[src/rtl/rf_write_arbiter.sv]
// Register-file write-port arbiter: sweeps every register to zero after reset,
// then merges two writeback requesters onto one registered write port using round-robin.
module rf_write_arbiter #(
    parameter int DATA_W = 32,
    parameter int ADDR_W = 5
) (
    input  logic              clk,
    input  logic              reset,
    input  logic              a_valid,
    input  logic [ADDR_W-1:0] a_addr,
    input  logic [DATA_W-1:0] a_data,
    output logic              a_ready,
    input  logic              b_valid,
    input  logic [ADDR_W-1:0] b_addr,
    input  logic [DATA_W-1:0] b_data,
    output logic              b_ready,
    output logic              WE3,
    output logic [ADDR_W-1:0] A3,
    output logic [DATA_W-1:0] WD3,
    output logic              busy
);

    typedef enum logic {
        ST_CLEAR = 1'b0,
        ST_RUN   = 1'b1
    } state_t;

    localparam logic [ADDR_W-1:0] LAST_REG = '1;

    state_t            r_state;
    logic [ADDR_W-1:0] r_count;
    logic              r_last_b;
    logic              r_we3;
    logic [ADDR_W-1:0] r_a3;
    logic [DATA_W-1:0] r_wd3;

    logic              w_run;
    logic              w_a_win;
    logic              w_b_win;
    logic              w_grant;
    logic [ADDR_W-1:0] w_addr;
    logic [DATA_W-1:0] w_data;

    assign w_run = (r_state == ST_RUN);

    // Each grant depends only on the valids and the pointer, never on the other ready.
    assign w_a_win = a_valid & (~b_valid | r_last_b);
    assign w_b_win = b_valid & (~a_valid | ~r_last_b);

    assign a_ready = w_run & w_a_win;
    assign b_ready = w_run & w_b_win;
    assign busy    = ~w_run;

    assign w_grant = a_ready | b_ready;
    assign w_addr  = a_ready ? a_addr : b_addr;
    assign w_data  = a_ready ? a_data : b_data;

    always_ff @(posedge clk) begin
        if (reset) begin
            r_state  <= ST_CLEAR;
            r_count  <= '0;
            r_last_b <= 1'b1;
            r_we3    <= 1'b0;
            r_a3     <= '0;
            r_wd3    <= '0;
        end else begin
            case (r_state)
                ST_CLEAR: begin
                    r_we3 <= 1'b1;
                    r_a3  <= r_count;
                    r_wd3 <= '0;
                    // The counter parks on the last register so the sweep never repeats.
                    if (r_count == LAST_REG) begin
                        r_state <= ST_RUN;
                    end else begin
                        r_count <= r_count + 1'b1;
                    end
                end
                ST_RUN: begin
                    if (w_grant) begin
                        r_we3    <= (w_addr != '0);
                        r_a3     <= w_addr;
                        r_wd3    <= w_data;
                        r_last_b <= b_ready;
                    end else begin
                        r_we3 <= 1'b0;
                    end
                end
                default: begin
                    r_state <= ST_CLEAR;
                    r_we3   <= 1'b0;
                end
            endcase
        end
    end

    assign WE3 = r_we3;
    assign A3  = r_a3;
    assign WD3 = r_wd3;

endmodule

[config.mk]
export PLATFORM = sky130hd
export DESIGN_NAME = rf_write_arbiter
export DESIGN_NICKNAME = d
export VERILOG_FILES = /design/src/rtl/rf_write_arbiter.sv
export SDC_FILE = /design/constraint.sdc
export NUM_CORES = 1
export LEC_CHECK = 0
export BUFFER_PORTS_ARGS = -buffer_cell sky130_fd_sc_hd__buf_4
export CAP_MARGIN = 20
export CORE_MARGIN = 4
export CORE_UTILIZATION = 45
export CTS_CLUSTER_DIAMETER = 60
export DETAILED_ROUTE_END_ITERATION = 6
export PLACE_DENSITY = 0.94
export REMOVE_ABC_BUFFERS = 1
export SYNTH_ARGS = -nofsm -noshare
export SYNTH_HDL_FRONTEND = slang
export SYNTH_SLANG_ARGS = --single-unit
export TNS_END_PERCENT = 10
[constraint.sdc]
create_clock -name clk -period 3.6 [get_ports clk]
set_input_delay 0.18 -clock clk [delete_from_list [all_inputs] [get_ports clk]]
set_output_delay 0.18 -clock clk [all_outputs]
set_load 0.02 [all_outputs]
# Word level (Yosys, flattened, before mapping)
# Cells that the tools add are included.
# totals
ff_bits	45
in_bits	78
out_inout_bits	41
elab_cells	34
# classes
addsub	1
eq_ne	2
muxes	10
bitwise	12
n_reduce_logical	3
# op_table
op	count
$mux W32	2
$pmux W32 S2	1
$mux W5	2
$pmux W5 S2	1
$add A5 B1 Y5 const B	1
$eq A5 B5 Y1 const B	1
$not A1 Y1	5
$reduce_bool A5 Y1	1
$and A1 B1 Y1	4
$reduce_and A2 Y1	2
$mux W1	3
$or A1 B1 Y1	3
$ne A2 B1 Y1 const B	1
$pmux W1 S2	1

# Longest topological paths before layout
# Gate-level depths: netlist of run 1.
# logic_depth
ltp_word	8
ltp_mapped	7
depth_no_buf	7

# Least setup slack after synthesis of run 1
# Ideal clock, no wire load.
# synth_path
path_kind	register to register
from	register r_count[0]
to	register r_count[3]
setup_time_ns	0.128
arrival_ns	1.461
t_required_ns	3.472
slack_ns	2.011
stages_incl_launch_ff	8
n_path_buf	0
period_less_slack_ns	1.589
path_cell_list	dfxtp_1 -> ha_1 -> and3_1 -> ha_1 -> nor2_1 -> nand4_1 -> xor2_1 -> nor2_1
# synth_via
elab_chain_cells	3
elab_cells_between_ends	4
cone_classes	1 x add/sub; 1 x eq/ne; 1 x bitwise; 1 x reduce/logical
# synth_rtl
item	line_no	rtl
start, declared	31	logic [ADDR_W-1:0] r_count;
start signal, assigned	76	r_count <= r_count + 1'b1;
branches (longest 3 deep; another with $add A5 B1 Y5)	-	
# Parallel ways; which one is timed is not known.
# A chain may end at the register's enable or synchronous reset.

# Worst setup path in the final report of run 1
# layout_path
from	register r_state
to	register r_wd3[2], in the netlist WD3[2]
# layout_via
elab_chain_cells	4
elab_cells_between_ends	8
cone_classes	1 x eq/ne; 3 x mux; 4 x bitwise
# layout_rtl
item	line_no	rtl
start, declared	30	state_t r_state;
start signal, assigned	60	r_state <= ST_CLEAR;
start signal, assigned	74	r_state <= ST_RUN;
start signal, assigned	90	r_state <= ST_CLEAR;
$and A1 B1 Y1	50	assign a_ready = w_run & w_a_win;
$mux W32	56	assign w_data = a_ready ? a_data : b_data;
$mux W32	80	if (w_grant) begin
$pmux W32 S2	67	case (r_state)
end signal, assigned	83	r_wd3 <= w_data;
end, declared	35	logic [DATA_W-1:0] r_wd3;
# Parallel ways exist; a longest one is shown, timed or not. The select of a mux whose other input is x is not followed.

==> results.py, run 1 <==
metrics = {
    "drt": {
        "postRouteAntennaNets": 0,
        "wl_met2_um": 2943,
        "firstDrtPassIters": 4,
        "top_layer": "met4",
        "met3_length_um": 505,
        "wl_per_cell_um": 15.47,
        "drt-met1-wl_um": 2333,
        "dr.first_iter.drc_count": 134,
        "num_vias": 2057,
        "routed_via_density": 5.385,
        "drcViolationCount": 0,
        "wl_um": 5911,
    },
    "die": {
        "ioPinCount": 119,
        "core-area_um2": 4029,
        "die_x_um": 72.82,
        "dieArea_um2": 5302,
        "die_y_um": 72.82,
        "rows": 23,
        "initial_core_util": 0.4693,
    },
    "worst_setup_path": {
        "crit_required_ps": 3830,
        "cp-start-kind": "register",
        "cp-end-kind": "register",
        "timing.rr.start": "r_state",
        "cpPeakStageDelay_ps": 650,
        "cp_max_fo": 17,
        "critical_path.cell_chain": "nand2b_1 > nor3_4 > buf_4 > nand2_1 > o21ai_1",
        "worstPathArrival_ps": 2130,
        "cpMaxStageDelayCell": "dfxtp_1",
        "path_class": "reg2reg",
        "crit_start": "r_state",
    },
    "cts": {
        "cts.path.max_buffers": 2,
        "cts_resized": 0,
        "cts_root_buf": "clkbuf_8",
        "cts_sinks": 45,
        "cts_tree": "built",
        "insertion_delay_ps": 290,
        "post-cts-setup-buffer-count": 0,
        "clk_pin_slew_ps": 80,
        "cts_buffers": 5,
        "cts_htree_levels": 2,
        "hold_buffers": 0,
    },
    "synthesis": {
        "netlist_area_um2": 1891,
        "synth_seq_cells": 45,
        "yosysSeqAreaShare": 0.4765,
        "ys_types": 32,
        "muxShareOfSynthArea": 0,
        "syn-instance-count": 219,
        "synth-xor-area-share": 0.01390,
        "yosys.area_share.simple": 0.1681,
        "synthAdderAreaFrac": 0.01324,
        "synth_top_family_by_area": "compound AO/OA/AOI/OAI gates",
        "postSynthAreaPerCell_um2": 8.633,
        "yosysWarnings": 0,
        "synth_compound_area_frac": 0.2747,
    },
    "cells_and_area": {
        "num-fill-cells": 327,
        "design_area_um2": 2879,
        "nets": 411,
        "fin_util": 0.7146,
        "area_growth_pct": 52.28,
        "final_common_cell": "buf_4",
        "antennaDiodeCount": 0,
        "drive_gt1_frac": 0.4066,
        "layout_common_cells": "buf_4, dfxtp_1, nand2_1",
    },
    "timing": {
        "layout_worst_path_cycle_share": 0.5291,
        "setup_violations": 0,
        "slew_headroom": 0.5474,
        "fin_skew_ps": 6.520,
        "min_period_ps": 1905,
        "fmax_ghz": 0.5250,
        "worst_slack_ps": 1695,
        "hold_viol_final": 0,
        "rsz0062_at_grt": "false",
        "fin_tns_setup_ps": 0,
        "worstMarginPinSlew_ps": 678.9,
        "drv_slew": 0,
    },
    "grt": {
        "antenna_found_initial": 0,
        "grt_pass1_wl_um": 8928,
        "grt_max_degree": 33,
        "grt_pass1_vias": 2011,
        "grt_remaining_overflow": 0,
        "track_usage": 0.2158,
    },
    "placed_design": {
        "dp_hpwl_um": 4555,
        "portBuffers": 118,
        "place_ws_ps": 1728,
        "place.gp.congestion": 0.8585,
        "dpl_cell_area_um2": 2778,
    },
    "job": {
        "maxCapViolCount": 0,
    },
    "power_and_ir_drop": {
        "switchingPower_uw": 221.4,
        "swShare": 0.2363,
        "peakVddDrop_uv": 204.9,
        "clkPwrFrac": 0.319,
        "seqPwrFrac": 0.542,
        "combPwrFrac": 0.139,
        "finalPower_uw": 936.6,
        "p_leak_uw": 0.001279,
        "internal_power_uw": 715.3,
        "pwr_density_cell_nw_per_um2": 325.3,
    },
    "worst_hold_path": {
        "min_from": "a_data[4]",
        "hold_class": "in2reg",
    },
    "status": {
        "outcome": "completed",
    },
}
## cells in the mapped netlist, drive strengths merged
master | count | area, um^2
ha | 2 | 25.02
nand2 | 38 | 145.1
o21ai | 34 | 170.2
o22ai | 4 | 25.02
or3 | 1 | 6.260
buf | 12 | 78.82
and3 | 1 | 6.260
and2 | 3 | 18.77
nand3b | 1 | 7.510
or4 | 2 | 15.01
o41ai | 1 | 8.760
nand2b | 2 | 12.51
a2111oi | 4 | 45.04
dfxtp | 45 | 900.9
inv | 1 | 3.750
a221oi | 1 | 8.760
nor3 | 2 | 15.01
nor4 | 3 | 18.77
clkbuf | 5 | 18.77
a21oi | 3 | 15.01
nand4 | 1 | 6.260
xor2 | 2 | 17.52
or2 | 1 | 6.260
xnor2 | 1 | 8.760
a31oi | 1 | 6.260
nor2 | 16 | 60.06
a22oi | 32 | 240.2
## per-layer routing
| layer | GRT usage | vias to the layer above |
|---|---|---|
| met5 | 0 | - |
| met4 | 0.09426 | 0 |
| met3 | 0.05096 | 15 |
| met2 | 0.3898 | 96 |
| met1 | 0.2386 | 933 |
| li1 | - | 1013 |
## path summary, 6_finish.rpt
kind / slack (ps) / to / depth (start not counted)
max reg2reg: 1700 / WD3[2] / 5
min: 150 / WD3[4] / 3
max: 1700 / WD3[2] / 5
min reg2reg: 450 / WD3[7] / 2
## cell families (layout without fill, tap and decap cells)
family                   after synthesis  count (layout)
buffers and inverters                 18             131
adder cells (fa/ha/maj)                2               2
XOR/XNOR                               3               3
flip-flops                            45              45
AO/OA/AOI/OAI                         80              80
AND/OR/NAND/NOR                       71              71
## sequential cells by signal, summed over array words and instances, names as in the netlist
name / count
r_state: 1
r_count: 5
r_last_b: 1
A3: 5
WE3: 1
WD3: 32
## power groups by stage
| stage | Sequential (uW) | Combinational [uW] | Clock [uW] |
|---|---|---|---|
| detailed placement | 519 | 128 | 0 |
| global route | 508 | 141 | 331 |
| finish | 507 | 131 | 299 |
| floorplan | 521 | 39.0 | 0 |
| global placement | 519 | 123 | 0 |
| CTS | 507 | 129 | 309 |
## area by class of cell
cell class              count  area (um^2)  area share
inverters                   1        3.754    0.001304
well taps                  50        62.56     0.02173
flip-flops and latches     45        900.9      0.3129
clock buffers               5        68.82     0.02390
multi-input cells         156        894.6      0.3107
repair buffers            122        930.9      0.3233
clock inverters             3        17.52    0.006084
## through the flow
stage | cells | hold slack [ps]
final | 382 | 150.8
after global routing | 382 | 150.3
after CTS | 381 | 141.4
after detailed placement | 373 | 441.8
after global placement | 372 | 435.4
after floorplan | 202 | 248.9
## worst max-delay path, delay by kind of cell, from the launching register on
family	cells	cell delay, ps
AOI/OAI and AO/OA	1	90
DFF	1	650
and+or+nand+nor	3	770
buffers and inverters	1	330
(Power assumes the default switching activity.)
==> inputs of run 2 (changes only) <==
ABC_AREA = 1   (was not set)
CORE_UTILIZATION = 40   (was 45)
PLACE_DENSITY = 0.86   (was 0.94)
clock period = 1.6 ns   (was 3.6 ns; I/O delays follow)
==> results.py, run 2 <==
metrics = {
    "drt": {
        "wl_per_cell_um": 11.76,
        "postRouteAntennaNets": 0,
        "wl_um": 5785,
        "firstDrtPassIters": 4,
        "routed_via_density": 4.746,
        "num_vias": 2335,
        "dr.first_iter.drc_count": 118,
        "drcViolationCount": 0,
    },
    "cts": {
        "cts_buffers": 5,
        "cts.path.max_buffers": 2,
        "insertion_delay_ps": 280,
        "hold_buffers": 0,
        "cts_tree": "built",
        "cts_htree_levels": 2,
        "cts_sinks": 45,
        "cts_root_buf": "clkbuf_8",
        "clk_pin_slew_ps": 80,
    },
    "power_and_ir_drop": {
        "peakVddDrop_uv": 563.1,
        "finalPower_uw": 2104,
        "p_leak_uw": 0.001584,
        "pwr_density_cell_nw_per_um2": 660.1,
    },
    "die": {
        "rows": 26,
        "die_y_um": 81.12,
        "ioPinCount": 119,
        "core-area_um2": 5140,
        "die_x_um": 81.12,
        "dieArea_um2": 6580,
        "initial_core_util": 0.4160,
    },
    "synthesis": {
        "synth_flop_cell": "dfxtp_1",
        "post-synth-top-count-cell": "o21ai_0",
        "synth_edf_count": 0,
        "synth_commonest_cells": "o21ai_0, nand2_1, inv_1",
        "postSynthAreaPerCell_um2": 6.943,
        "netlist_area_um2": 2138,
        "synthTopCellsByArea": "dfxtp_1, o21ai_0, a21oi_1, nand2_1, inv_1",
        "synthArstFlopShare": 0,
        "synth_top_area_frac": 0.4213,
        "yosysWarnings": 0,
        "yosysSeqAreaShare": 0.4213,
        "syn-instance-count": 308,
        "synth_seq_cells": 45,
        "ys_types": 23,
        "synth.largest_area_cell": "dfxtp_1",
    },
    "cells_and_area": {
        "layout_common_cells": "buf_4, o21ai_0, nand2_1",
        "final_common_cell": "buf_4",
        "largest_reg_flops": 32,
        "area_growth_pct": 49.09,
        "multi_input_area_um2": 965.9,
        "antennaDiodeCount": 0,
        "nets": 501,
        "num-fill-cells": 506,
        "regArea_um2": 903.4,
        "drive_gt1_frac": 0.3436,
    },
    "timing": {
        "layout_worst_path_cycle_share": 0.9739,
        "worstMarginPinSlew_ps": 376.4,
        "setup_violations": 0,
        "fin_skew_ps": 2.742,
        "drv_slew": 0,
        "min_period_ps": 1558,
        "hold_viol_final": 0,
        "fmax_ghz": 0.6417,
        "rsz0062_at_grt": "true",
        "fin_tns_setup_ps": 0,
        "slew_headroom": 0.7490,
    },
    "worst_setup_path": {
        "cp_max_fo": 6,
        "cpMaxStageDelayCell": "dfxtp_2",
        "cpPeakStageDelay_ps": 340,
        "cp-start-kind": "register",
        "cp-end-kind": "register",
        "path_class": "reg2reg",
        "cp_top_family": "simple AND/OR/NAND/NOR gates",
        "cpMostUsedCell": "ha_1",
        "cp.buffers_inverters": 2,
        "crit_required_ps": 1830,
        "critical_path.cell_chain": "ha_1 > nand2_1 > nor2_1 > ha_1 > or2_4 > inv_2 > a21oi_1 > or2_1 > inv_1",
        "worstPathArrival_ps": 1790,
    },
    "grt": {
        "grt_pass1_wl_um": 9059,
        "track_usage": 0.1695,
        "grt_pass1_vias": 2149,
        "antenna_found_initial": 0,
        "grt_remaining_overflow": 0,
        "grt_max_degree": 38,
    },
    "placed_design": {
        "place.gp.congestion": 0.8377,
        "dp_hpwl_um": 4378,
        "portBuffers": 118,
    },
    "worst_hold_path": {
        "hold_class": "in2reg",
    },
    "job": {
        "maxCapViolCount": 0,
    },
    "status": {
        "outcome": "completed",
    },
}
run 2: layout make-up:
class	instances	share of cell area
clock buffer	7	0.03022
clock inverter	1	0.001570
inverter	49	0.05848
multi-input combinational	196	0.3030
sequential	45	0.2834
tap	70	0.02747
timing repair buffer	124	0.2959
run 2: power by group:
group | switching (uW) | total, uW | internal, uW
registers | 8.31 | 1140 | 1130
logic | 84.2 | 233 | 148
clock network | 342 | 732 | 390
run 2: per-layer routing:
layer / vias up / track usage / part of all wire
met5: - / 0 / 0
met4: 0 / 0.03885 / 0.0043
met3: 4 / 0.04435 / 0.077
met2: 71 / 0.3186 / 0.53
met1: 1039 / 0.1894 / 0.39
li1: 1221 / - / -
run 2: cells by family after synthesis:
logic type / synth area share
buf+inv: 0.1328
compound gates: 0.2692
fa+ha+maj: 0.01170
simple gates: 0.1650
flops: 0.4213
run 2: worst register-to-register path: cells and delay by family, from the launching register on:
kind,cells,cell delay [ps]
buffers and inverters,2,140
and+or+nand+nor,4,610
DFF,1,340
adders and majority gates,2,370
AOI/OAI and AO/OA,1,60
run 2: metrics by stage:
stage | util | worst slack, ps | area (um^2) | hold slack (ps) | instances
2_1_floorplan | - | -23.29 | 2041 | 149.1 | 290
3_3_place_gp | 0.5976 | 37.35 | 3072 | 353.8 | 484
3_5_place_dp | 0.5976 | -8.999 | 3072 | 365.2 | 484
4_1_cts | 0.6178 | 11.12 | 3176 | 67.43 | 492
5_1_grt | 0.6203 | -81.12 | 3188 | 73.47 | 492
6_report | 0.6203 | 41.72 | 3188 | 74.93 | 492
run 2: path summary, 6_finish.rpt:
check	to	slack [ps]	cells after the start	from
worst max-delay path	r_count[2]	40	9	r_count[0]
worst max register to register	r_count[2]	40	9	r_count[0]
worst min register to register	WD3[8]	470	2	WD3[8]
worst min-delay path	WD3[2]	70	3	a_data[2]
run 2: repair_timing:
item,in CTS,in global routing
endpoints found under the setup margin,1,28
gates resized for setup,1,5
setup buffers,0,0
gates cloned,0,0
hold endpoints to repair,0,0
